<file path="src/rtl/rf_pkg.sv">
`default_nettype none
// ============================================================================
// Module      : rf_pkg
// Description : Shared defaults for the general-purpose register file. Issue
//               and writeback import these so that all stages agree on the
//               register width, the address width and the hard-zero register.
// Revision    : 1.0 - initial release
// ============================================================================
package rf_pkg;

  localparam int RF_DATA_W    = 16;
  localparam int RF_ADDR_W    = 4;
  localparam int RF_ZERO_ADDR = 0;

  // True when the given index is the hard-wired zero register
  function automatic bit rf_is_zero_reg(input int addr, input bit zero_reg);
    return zero_reg && (addr == RF_ZERO_ADDR);
  endfunction

endpackage
`default_nettype wire

</file>
<file path="src/rtl/reg_cell.sv">
`default_nettype none
// ============================================================================
// Module      : reg_cell
// Description : One architectural register plus its scoreboard busy bit.
//               A set and a clear on the same edge leave the bit set, because
//               the writeback release is ordered before the new reservation.
// Revision    : 1.0 - initial release
// ============================================================================
module reg_cell
  import rf_pkg::*;
#(
  parameter int DATA_W = RF_DATA_W
) (
  input  logic              clk,
  input  logic              rst,
  input  logic              we_i,
  input  logic [DATA_W-1:0] d_i,
  input  logic              set_busy_i,
  input  logic              clr_busy_i,
  output logic [DATA_W-1:0] data_o,
  output logic              busy_o
);

  logic [DATA_W-1:0] data_q;
  logic [DATA_W-1:0] data_d;
  logic              busy_q;
  logic              busy_d;

  // Next state: write loads data; reservation outranks release on busy
  always_comb begin
    data_d = data_q;
    busy_d = busy_q;
    if (we_i) begin
      data_d = d_i;
    end
    if (set_busy_i) begin
      busy_d = 1'b1;
    end else if (clr_busy_i) begin
      busy_d = 1'b0;
    end
  end

  // State registers, cleared asynchronously
  always_ff @(posedge clk or negedge rst) begin
    if (!rst) begin
      data_q <= '0;
      busy_q <= 1'b0;
    end else begin
      data_q <= data_d;
      busy_q <= busy_d;
    end
  end

  assign data_o = data_q;
  assign busy_o = busy_q;

endmodule
`default_nettype wire

</file>
<file path="src/rtl/reg_file_sb.sv">
`default_nettype none
// ============================================================================
// Module      : reg_file_sb
// Description : Register file with one write port, two registered read ports
//               with write-to-read bypass, and a per-register busy scoreboard
//               used by issue to stall on operands still in flight.
// Revision    : 1.0 - initial release
// ============================================================================
module reg_file_sb
  import rf_pkg::*;
#(
  parameter int DATA_W   = RF_DATA_W,
  parameter int ADDR_W   = RF_ADDR_W,
  parameter bit ZERO_REG = 1'b1
) (
  input  logic              clk,
  input  logic              rst,
  input  logic              w_en,
  input  logic [ADDR_W-1:0] addr_c,
  input  logic [DATA_W-1:0] data_c,
  input  logic [ADDR_W-1:0] addr_a,
  input  logic [ADDR_W-1:0] addr_b,
  output logic [DATA_W-1:0] data_a,
  output logic [DATA_W-1:0] data_b,
  output logic              busy_a,
  output logic              busy_b,
  input  logic              rsv_en,
  input  logic [ADDR_W-1:0] rsv_addr,
  output logic              rsv_ok
);

  localparam int DEPTH = 2 ** ADDR_W;

  logic [DATA_W-1:0] w_data     [DEPTH];
  logic [DATA_W-1:0] w_data_nxt [DEPTH];
  logic [DEPTH-1:0]  w_busy;
  logic [DEPTH-1:0]  w_busy_nxt;
  logic [DEPTH-1:0]  w_we;
  logic [DEPTH-1:0]  w_set;

  logic [DATA_W-1:0] data_a_q;
  logic [DATA_W-1:0] data_b_q;
  logic              busy_a_q;
  logic              busy_b_q;

  // A busy register can still be granted when writeback frees it this cycle.
  // The hard-zero register is never busy, so it is always granted.
  assign rsv_ok = rsv_en & (~w_busy[rsv_addr] | (w_en & (addr_c == rsv_addr)));

  generate
    for (genvar i = 0; i < DEPTH; i++) begin : g_cell
      localparam logic [ADDR_W-1:0] c_ADDR      = ADDR_W'(i);
      localparam bit                c_HARD_ZERO = rf_is_zero_reg(i, ZERO_REG);

      assign w_we[i]  = !c_HARD_ZERO && w_en   && (addr_c   == c_ADDR);
      assign w_set[i] = !c_HARD_ZERO && rsv_ok && (rsv_addr == c_ADDR);

      reg_cell #(
        .DATA_W (DATA_W)
      ) u_cell (
        .clk        (clk),
        .rst        (rst),
        .we_i       (w_we[i]),
        .d_i        (data_c),
        .set_busy_i (w_set[i]),
        .clr_busy_i (w_we[i]),
        .data_o     (w_data[i]),
        .busy_o     (w_busy[i])
      );

      // Post-edge view of this register, used by the bypassing read ports
      assign w_data_nxt[i] = w_we[i] ? data_c : w_data[i];
      assign w_busy_nxt[i] = w_set[i] | (w_busy[i] & ~w_we[i]);
    end
  endgenerate

  // Read ports capture the register contents as updated by the same edge
  always_ff @(posedge clk or negedge rst) begin
    if (!rst) begin
      data_a_q <= '0;
      data_b_q <= '0;
      busy_a_q <= 1'b0;
      busy_b_q <= 1'b0;
    end else begin
      data_a_q <= w_data_nxt[addr_a];
      data_b_q <= w_data_nxt[addr_b];
      busy_a_q <= w_busy_nxt[addr_a];
      busy_b_q <= w_busy_nxt[addr_b];
    end
  end

  assign data_a = data_a_q;
  assign data_b = data_b_q;
  assign busy_a = busy_a_q;
  assign busy_b = busy_b_q;

endmodule
`default_nettype wire

</file>
<file path="config.mk">
export PLATFORM = sky130hd
export DESIGN_NAME = reg_file_sb
export DESIGN_NICKNAME = d
export VERILOG_FILES = /design/src/rtl/rf_pkg.sv /design/src/rtl/reg_cell.sv /design/src/rtl/reg_file_sb.sv
export SDC_FILE = /design/constraint.sdc
export NUM_CORES = 1
export LEC_CHECK = 0
export BUFFER_PORTS_ARGS = -buffer_cell sky130_fd_sc_hd__buf_4
export CELL_PAD_IN_SITES_DETAIL_PLACEMENT = 1
export CELL_PAD_IN_SITES_GLOBAL_PLACEMENT = 2
export CORE_MARGIN = 2
export CORE_UTILIZATION = 40
export CTS_CLUSTER_SIZE = 30
export DETAILED_ROUTE_END_ITERATION = 12
export GPL_TIMING_DRIVEN = 0
export PLACE_DENSITY = 0.84
export RECOVER_POWER = 100
export REMOVE_ABC_BUFFERS = 1
export SLEW_MARGIN = 0
export SYNTH_ARGS = -nofsm -noshare
export SYNTH_HDL_FRONTEND = slang
export SYNTH_SLANG_ARGS = --single-unit
export TNS_END_PERCENT = 5
</file>
<file path="constraint.sdc">
create_clock -name clk -period 2.3 [get_ports clk]
set_clock_uncertainty 0.15 [all_clocks]
set_input_delay 0.115 -clock clk [delete_from_list [all_inputs] [get_ports clk]]
set_output_delay 0.115 -clock clk [all_outputs]
set_load 0.03 [all_outputs]
</file>
# Yosys cells after proc, flatten, opt, wreduce, memory -nomap -nowiden
# Index checks and enable logic that the tools add are counted.
# W data, S select, Z words.
dict set report word_totals {
  register_bits 289
  latchBits 0
  ramBits 0
  mem_bits_ro 0
  inputBits 36
  out_inout_bits 35
  wordCells 223
  n_memories 0
}
dict set report classes {
  addsub 0
  multipliers 0
  n_div 0
  n_lt_le_gt_ge 5
  n_eq_ne 31
  shift 0
  muxes 57
  bitwise 51
  n_reduce_logical 45
}
# cell count
set op_table {}
lappend op_table {{$mux W16} 19}
lappend op_table {{$bmux W16 S4} 2}
lappend op_table {{$eq A4 B4 Y1 const B} 16}
lappend op_table {{$mux W1} 33}
lappend op_table {{$eq A4 B3 Y1 const B} 8}
lappend op_table {{$logic_and A1 B1 Y1} 30}
lappend op_table {{$reduce_bool A2 Y1} 15}
lappend op_table {{$and A1 B1 Y1} 17}
lappend op_table {{$eq A4 B2 Y1 const B} 4}
lappend op_table {{$not A1 Y1} 16}
lappend op_table {{$or A1 B1 Y1} 16}
lappend op_table {{$lt A4 B5 Y1 const B} 3}
lappend op_table {{$bmux W1 S4} 3}
lappend op_table {{$ge A5 B5 Y1 const B} 2}
lappend op_table {{$not A4 Y5} 2}
lappend op_table {{$eq A4 B1 Y1 const B} 2}
lappend op_table {{$eq A4 B4 Y1} 1}

# Depth between registers and ports, before layout
# Gate-level depths: netlist of run 1.
dict set report depth {
  word_depth 9
  ltp_mapped 9
  mapped_depth_nobuf 6
}

# By module
# From an unflattened synthesis of run 1, not the netlist that was laid out.
dict set report hier_totals {
  cells_unflattened 1608
  area_unflattened_um2 20393.3
}
# mod instances cells_per_inst area_per_inst_um2 seq_area_each_um2
set by_module_without_submodules {}
lappend by_module_without_submodules {reg_cell 16 37 685.7 425.4}
lappend by_module_without_submodules {reg_file_sb 1 1016 9422.8 850.8}

# Worst setup path after synthesis of run 1
# No wires, ideal clock.
dict set report synth_path {
  kind {input-to-output}
  from {input rsv_addr[1]}
  to {output rsv_ok}
  arrival_ns 2.200
  t_required_ns 2.035
  setup_slack_ns -0.165
  stages 5
  n_path_buf 2
  path_cell_list {clkbuf_1 clkbuf_1 mux4_2 mux4_2 a21boi_0}
}
dict set report synth_via {
  elab_chain_len 5
  elab_cells_between_ends 7
  classes_between {1 x eq/ne; 2 x mux; 4 x bitwise}
}
# element line
set synth_rtl {}
lappend synth_rtl {{start, declared} reg_file_sb.sv:28} ;# input logic [ADDR_W-1:0] rsv_addr,
lappend synth_rtl {{$bmux W1 S4} reg_file_sb.sv:48} ;# assign rsv_ok = rsv_en & (~w_busy[rsv_addr] | (w_en & (addr_c == rsv_addr)));
lappend synth_rtl {{$mux W1 (not written as such)} reg_file_sb.sv:48}
lappend synth_rtl {{$not A1 Y1} reg_file_sb.sv:48}
lappend synth_rtl {{$or A1 B1 Y1 (*)} reg_file_sb.sv:48}
lappend synth_rtl {{$and A1 B1 Y1 (*)} reg_file_sb.sv:48}
lappend synth_rtl {{end, declared} reg_file_sb.sv:29} ;# output logic rsv_ok
# Every way passes the cells marked *; elsewhere a longest branch is shown, timed or not. The select of a mux whose other input is x is not followed.

# Final worst setup path of run 1
dict set report layout_path {
  from {register g_cell[10].u_cell.busy_q}
  to {output rsv_ok}
}
dict set report layout_via {
  elab_chain_len 5
}
# element line
set layout_rtl {}
lappend layout_rtl {{start, declared} reg_cell.sv:26} ;# logic busy_q;
lappend layout_rtl {{start signal, assigned} reg_cell.sv:50} ;# busy_q <= busy_d;
lappend layout_rtl {{$bmux W1 S4} reg_file_sb.sv:48}
lappend layout_rtl {{$mux W1 (not written as such)} reg_file_sb.sv:48}
lappend layout_rtl {{$not A1 Y1} reg_file_sb.sv:48}
lappend layout_rtl {{$or A1 B1 Y1} reg_file_sb.sv:48}
lappend layout_rtl {{$and A1 B1 Y1} reg_file_sb.sv:48}
# Every way passes these cells. The select of a mux whose other input is x is not followed.

==> results of run 1 <==
kinds of logic (layout without fill, tap and decap cells):
family                    Yosys count  after routing  share of synthesized area (%)
DFF                               289            289                           46.0
and+or+nand+nor                   273            273                           9.05
muxes                             298            298                           26.9
xor gates and xnor gates            6              6                          0.334
buffers and inverters             315            387                           8.09
AOI/OAI and AO/OA                 235            235                           9.64
synth_stat cells, types with 4 or more instances:
library cell	number	area, µm²
dfrtp_1	289	7230
inv_1	196	736
mux2i_1	194	1940
mux4_2	99	2230
nand3_1	86	430
clkbuf_1	81	304
nand2_1	68	255
o21ai_0	67	335
nor2_1	40	150
a21oi_1	39	195
o22ai_1	36	225
o211ai_1	33	248
a221oi_1	32	280
or2_1	28	175
buf_2	12	60.1
buf_1	11	41.3
buf_4	10	75.1
nand2b_1	9	56.3
nor2_4	7	78.8
buf_6	5	56.3
mux2_2	5	56.3
nor2b_1	5	31.3
xor2_1	5	43.8
nand3b_1	4	30.0
or2_2	4	25.0
power by group through the flow:
stage / combinational (mW) / sequential (mW) / clock [mW]
global placement: 3.87 / 6.60 / 0
floorplan: 2.53 / 6.78 / 0
finish: 4.10 / 6.56 / 5.33
detailed placement: 4.09 / 6.65 / 0
global route: 4.52 / 6.67 / 5.64
CTS: 4.22 / 6.57 / 5.45
metal layers:
layer | global-route usage (%) | wire [µm] | vias to the layer above
met3 | 3.98 | 2830 | 114
met1 | 33.6 | 21500 | 6157
met5 | 0 | 0 | -
li1 | - | - | 5104
met2 | 38.6 | 22600 | 346
met4 | 9.54 | 1960 | 0
worst max-delay path by stage:
| stage | start | end | cells after the start |
|---|---|---|---|
| 2_1_floorplan | addr_c[3] | busy_b | 6 |
| 4_1_cts | g_cell[10].u_cell.busy_o | rsv_ok | 5 |
| 6_report | g_cell[10].u_cell.busy_o | rsv_ok | 5 |
| 3_3_place_gp | w_en | data_b[11] | 7 |
| 3_5_place_dp | addr_a[1] | busy_a | 6 |
| 5_1_grt | g_cell[10].u_cell.busy_o | rsv_ok | 5 |
per-stage QoR:
step	TNS, ns	util (%)	setup slack, ns	hold WS [ns]
2_1_floorplan	-114.15	-	-1.91	-0.331
3_3_place_gp	-913.10	42.2	-4.53	0.320
3_5_place_dp	-110.80	42.7	-1.49	0.0917
4_1_cts	-0.379	47.3	-0.225	0.00549
5_1_grt	-5.93	46.6	-0.266	0.0273
6_report	-2.84	46.6	-0.214	0.0107
state kept, by name, indices dropped and copies added, names as in the netlist:
signal / cells
busy_a: 1
busy_b: 1
data_a: 16
data_b: 16
g_cell.u_cell.busy_o: 15
g_cell.u_cell.data_o: 240
cell usage in the layout, fill, tap and decap left out, types with 4 or more instances in the layout:
| cell | netlist | layout |
|---|---|---|
| dfrtp_1 | 289 | 289 |
| inv_1 | 196 | 196 |
| mux2i_1 | 194 | 194 |
| mux4_2 | 99 | 99 |
| nand3_1 | 86 | 87 |
| o21ai_0 | 67 | 67 |
| nand2_1 | 68 | 67 |
| clkbuf_1 | 81 | 48 |
| nor2_1 | 40 | 46 |
| a21oi_1 | 39 | 39 |
| o22ai_1 | 36 | 36 |
| clkbuf_16 | 0 | 36 |
| buf_4 | 10 | 35 |
| dlygate4sd3_1 | 0 | 34 |
| o211ai_1 | 33 | 33 |
| a221oi_1 | 32 | 30 |
| or2_1 | 28 | 28 |
| clkbuf_8 | 0 | 11 |
| buf_12 | 0 | 8 |
| nand3b_1 | 4 | 6 |
| xor2_1 | 5 | 5 |
| nand2b_1 | 9 | 5 |
| buf_8 | 0 | 5 |
| or2_2 | 4 | 4 |
repair_timing:
| item | in CTS | in global routing |
|---|---|---|
| hold buffers | 37 | 0 |
| setup endpoints to repair | 92 | 14 |
| setup buffers | 19 | 0 |
| pin swaps | 9 | 0 |
| gates resized for setup | 18 | 12 |
| hold endpoints to repair | 358 | 0 |
area by class of cell:
class	count	area, µm²	share of cell area [%]
Tap cell	518	648	3.59
Inverter	196	736	4.07
Multi-Input combinational cell	812	7230	40.0
Clock buffer	53	1050	5.84
Timing Repair Buffer	134	1130	6.28
Sequential cell	289	7230	40.0
Clock inverter	4	35.0	0.194
worst register-to-register path, stage by stage (launching register included):
cell and delay (ns):
dfrtp_1 0.38, mux2_4 0.27, mux2_4 0.29, a21o_1 0.16
o21ai_0 0.38, o21ai_0 0.16, o32ai_1 0.30
==> key figures, run 1 <==
Run status
  • Status: complete, but fails checks
  • Violated checks: max-capacitance violations, max-slew violations, negative setup slack

STA
  • RSZ-0062 raised after global routing: yes
  • Final min period: 2.51 ns
  • Worst-Margin Slew: 1.53 ns
  • Min setup slack post-route: -0.214 ns
  • Max Freq: 0.398 GHz
  • Fin. max-slew vios: 106
  • Slew headroom: -2.19%
  • Fin crit share: 109%
  • Fin. Hold Viols: 0
  • Final setup viols: 31

Cells and area
  • N_diodes: 0
  • Layout cells sized above 1: 15.7%
  • # fillers: 4151
  • Post-route cell area: 18100 µm²
  • Final cell count without fillers: 2006
  • Synthesis-to-finish area growth: 14.9%
  • Final nets: 1504

Hold path
  • Worst Hold Depth: 5
  • HP Start: addr_c[3]
  • Min-delay worst type: in -> reg
  • Hold Path Sink: g_cell[1].u_cell.data_o[13]

Floorplan
  • Starting Density: 40.6%
  • Die H: 202 µm
  • Area of the core: 38700 µm²
  • DIE WIDTH: 202 µm
  • Cell Rows: 72
  • Die ar.: 40900 µm²
  • IO Pins: 71

Clock network
  • Clock slew at reported path FFs: 0.06 ns
  • Clock Latency Late Sink: 0.54 ns
  • CTS Buf Count: 35
  • CTS tree: built
  • Root Driver: clkbuf_16
  • Clk sinks: 289
  • H-tree levels: 2
  • Deepest clock path buffer count: 3

Setup path
  • Slowest stage cell, crit path: mux4_2
  • Startpoint types: flop
  • R2R setup slack: 0.09 ns
  • Critical path type: reg -> out
  • Crit Reg-Reg Startpoint: g_cell[10].u_cell.busy_o
  • CP Max Fanout: 3
  • Arrival @ worst endpoint: 2.25 ns
  • Capturing point of the worst reg2reg path: busy_a
  • Delay-heaviest family, CP: multiplexers
  • CP peak stage delay: 0.45 ns
  • WP data required: 2.04 ns
  • Critical Path, Cell by Cell: mux2_4 > mux2_4 > mux4_2 > a21boi_1 > buf_4
  • Worst r2r path cells: 6
  • CP dominant cell by count: mux2_4
  • Critical Path Sink Type: primary output
  • WP buf/inv: 1

Logic synthesis
  • Ys flop type: dfrtp_1
  • Warnings, synthesis: 0
  • Sequential element share of the synthesized area: 46.0%
  • Synth Cell Area: 15700 µm²
  • Post-synth EDFFs: 0
  • Cells after Synth: 1416
  • Yosys reg bits: 289
  • Syn Area/Cell: 11.1 µm²
  • Synth unique cells: 55
  • Post-synth ARST share: 100%

Placement
  • Buffers on Ports: 70
  • Cell area after placement: 16500 µm²
  • Placer Congestion: 0.822
  • Post-Place Cells: 1893
  • Dpl hpwl: 26.5 mm

Power
  • Sw frac: 30.6%
  • P_leak: 8.50 nW
  • Flop pwr share: 41.0%
  • Pwr/cell area: 885 nW/µm²
  • Peak VDD IR: 0.488 mV
  • Comb pwr share: 25.6%
  • Clock share of power: 33.3%
  • Sw Pwr: 4.90 mW
  • Internal power: 11.1 mW
  • Power Total: 16.0 mW

Drt
  • Routed len/inst: 24.4 µm
  • Antenna Violating Nets Remaining: 0
  • Drt first pass iters: 5
  • Avg Vias per Cell: 5.84
  • DRC violation count after routing: 0
  • WL final: 48.9 mm
  • Detailed-route via count: 11700
  • Initial DRC count: 661

Global route
  • Gr usage total: 24.4%
  • Largest net degree at the start of global routing: 108
  • Grt ovf: 0
  • Global-route wire length before repair: 76.0 mm
  • Antenna violations before repair: 0
  • Number of global-route vias before repair: 12700

Run
  • Max-cap viol count: 1
(Power assumes the default switching activity.)
==> run 2, diff against run 1 <==
Settings changed: ABC_AREA set to 1, CORE_UTILIZATION 40 to 37, PLACE_DENSITY 0.84 to unset, PLACE_DENSITY_LB_ADDON set to 0.1.
==> run 2 against run 1 <==
The flow finishes with violations (negative hold slack, negative setup slack). Synthesized cell count increased by 38%. Die area increased by 5.7%. Critical path depth increased by 2. Register-to-register slack about the same. Critical path type is now in -> reg. Largest cell class unchanged.
==> key figures, run 2 <==
Drt
  • Routed len/inst: 24.1 µm (-1.0%)
  • Avg Vias per Cell: 5.63 (-3.6%)
  • Antenna Violating Nets Remaining: 0 (unchanged)
  • WL final: 61.0 mm (+25%)
  • Detailed-route via count: 14300 (+22%)
  • Drt first pass iters: 5 (unchanged)
  • DRC violation count after routing: 0 (unchanged)
  • Initial DRC count: 914 (+38%)

STA
  • Slew headroom: 0.566% (+2.8 points)
  • Fin. Hold Viols: 51 (+51)
  • Fin crit share: 102% (-7.2 points)
  • Worst-Margin Slew: 1.49 ns (-0.0413 ns)
  • Min setup slack post-route: -0.0478 ns (+0.166 ns)
  • RSZ-0062 raised after global routing: yes
  • Setup TNS Final: -0.139 ns (+2.70 ns)
  • Fin. max-slew vios: 0 (-100%)
  • Max Freq: 0.426 GHz (+7.1%)
  • Hold_ws: -0.0730 ns (-0.0837 ns)
  • Final setup viols: 4 (-87%)
  • Final min period: 2.35 ns (-0.166 ns)

Clock network
  • Clock Latency Late Sink: 0.57 ns (+0.03 ns)
  • CTS tree: built
  • Clk sinks: 289 (unchanged)
  • CTS Buf Count: 36 (+2.9%)
  • Deepest clock path buffer count: 3 (unchanged)
  • Clock slew at reported path FFs: 0.06 ns (about the same)
  • Root Driver: clkbuf_16
  • H-tree levels: 2 (unchanged)

Setup path
  • CP dominant cell by count: o221ai_1
  • Slowest stage cell, crit path: clkinvlp_4
  • CP Max Fanout: 70 (+67)
  • CP peak stage delay: 0.69 ns (+0.24 ns)
  • Critical path type: in -> reg
  • Critical Path, Cell by Cell: buf_6 > nor2_4 > buf_12 > clkinvlp_4 > o221ai_1 > o221ai_1 > nand2_1
  • Critical Path Sink Type: flop
  • Arrival @ worst endpoint: 2.66 ns (+0.41 ns)
  • Startpoint types: primary input
  • WP data required: 2.62 ns (+0.58 ns)

Logic synthesis
  • Area contributors post-synth: dfrtp_1 (47%), nand2_1 (13%), o21ai_0 (6.2%), inv_1 (4.0%), nor2_1 (2.9%)
  • Post-synth EDFFs: 0 (unchanged)
  • Post-synth ARST share: 100% (unchanged)
  • Top-area cell type share of the netlist area: 47.0% (+1.0 points)
  • Synth cell count leaders: nand2_1 (523), dfrtp_1 (289), o21ai_0 (191)
  • Cells after Synth: 1960 (+38%)
  • Most frequent cell after synthesis: nand2_1
  • Yosys reg bits: 289 (unchanged)
  • Area leader, netlist: dfrtp_1
  • Sequential element share of the synthesized area: 47.0% (+1.0 points)
  • Synth Cell Area: 15400 µm² (-2.1%)
  • Warnings, synthesis: 0 (unchanged)
  • Synth unique cells: 37 (-33%)
  • Ys flop type: dfrtp_1
  • Syn Area/Cell: 7.85 µm² (-29%)

Floorplan
  • Die ar.: 43200 µm² (+5.7%)
  • Starting Density: 37.6% (-3.0 points)
  • Die H: 208 µm (+2.8%)
  • Area of the core: 40900 µm² (+5.6%)
  • DIE WIDTH: 208 µm (+2.8%)
  • Cell Rows: 74 (+2.8%)
  • IO Pins: 71 (unchanged)

Run status
  • Status: complete, but fails checks
  • Violated checks: negative hold slack, negative setup slack

Global route
  • Largest net degree at the start of global routing: 109 (+0.93%)
  • Grt ovf: 0 (unchanged)
  • Antenna violations before repair: 2 (+2)
  • Global-route wire length before repair: 92.9 mm (+22%)
  • Gr usage total: 28.3% (+4.0 points)
  • Number of global-route vias before repair: 15000 (+18%)

Placement
  • Post-Place Cells: 2430 (+28%)
  • Dpl hpwl: 32.7 mm (+24%)
  • Placer Congestion: 0.788 (-4.2%)
  • Buffers on Ports: 70 (unchanged)

Power
  • Power Total: 15.5 mW (-2.7%)
  • Pwr/cell area: 890 nW/µm² (+0.61%)
  • P_leak: 8.20 nW (-3.5%)
  • Peak VDD IR: 0.515 mV (+5.6%)

Cells and area
  • Final nets: 2010 (+34%)
  • Synthesis-to-finish area growth: 13.5%
  • Most common cell after layout, fill and taps aside: nand2_1
  • # fillers: 4986 (+20%)
  • Final cell count without fillers: 2531 (+26%)
  • Layout cells sized above 1: 9.01% (-6.7 points)
  • Commonest cells after routing, fill and taps aside: nand2_1 (518), dfrtp_1 (289), o21ai_0 (255)
  • Largest register FFs: 240 (unchanged)

Hold path
  • Min-delay worst type: in -> async

Run
  • Max-cap viol count: 0 (-1)
run 2: cell count changes after synthesis, sizes merged, moves of 42 or more:
cell	before	now
nor2	48	125
mux2i	194	0
nand2	69	528
mux4	99	0
o221ai	0	42
o21ai	68	293
run 2: final timing paths:
path,startpoint,to,slack [ns],depth (start not counted)
setup / recovery,addr_b[1],data_b[9],-0.05,7
hold / removal,rst,g_cell[11].u_cell.data_o[14],-0.07,2
setup reg to reg,g_cell[14].u_cell.busy_o,g_cell[1].u_cell.busy_o,0.08,11
hold reg to reg,g_cell[14].u_cell.data_o[1],g_cell[14].u_cell.data_o[1],0.32,2
max in group asynchronous,rst,g_cell[8].u_cell.data_o[9],0.24,3
min in group clk,data_c[13],g_cell[7].u_cell.data_o[13],0.02,5
run 2: layer usage:
metal  track usage (%)  vias up  share of wire, %
li1                  -     6568                 -
met1              38.7     7129                45
met2              45.8      440                46
met3              4.08      116               5.9
met4              10.5        0               3.4
met5                 0        -                 0
run 2: area by class of cell:
type	count	area (µm²)	share of cell area [%]
clock buffer	54	1070	6.13
sequential	289	7230	41.4
clock inverter	8	53.8	0.308
inverter	185	717	4.10
antenna	1	2.50	0.0143
tap	532	666	3.81
timing repair buffer	124	1050	6.04
multi-input combinational	1338	6670	38.2
run 2: cells by family (layout without fill, tap and decap cells):
group	count (synthesis)	after routing	synth area share [%]
AND/OR/NAND/NOR	782	782	20.9
other	0	1	0
AO/OA/AOI/OAI	556	556	22.8
buffers and inverters	333	371	9.28
flip-flops	289	289	47.0
run 2: what timing repair did:
action	in CTS	in global routing
hold buffers	27	1
gates resized for setup	15	0
endpoints found under the hold margin	265	9
pin swaps	3	1
buffers inserted	6	4
endpoints found under the setup margin	49	28
run 2: stage by stage:
stage / area [µm²] / utilization, % / setup slack [ns]
detailed placement: 16300 / 39.8 / -2.04
global route: 17500 / 42.7 / -0.122
floorplan: 14700 / - / -1.75
CTS: 17800 / 43.5 / 0.0196
finish: 17500 / 42.7 / -0.0478
global placement: 15800 / 38.7 / -8.81
run 2: power breakdown:
group | switching [mW] | total [mW] | internal (mW) | leakage (nW)
clock | 2.35 | 5.56 | 3.22 | 0.554
combinational | 2.45 | 3.60 | 1.15 | 4.08
sequential | 0.284 | 6.38 | 6.10 | 3.57
run 2: worst max-delay path: cells and delay by family:
family,cells,cell delay (ns)
buffers and inverters,3,1.25
AOI/OAI and AO/OA,2,0.60
and+or+nand+nor,2,0.62
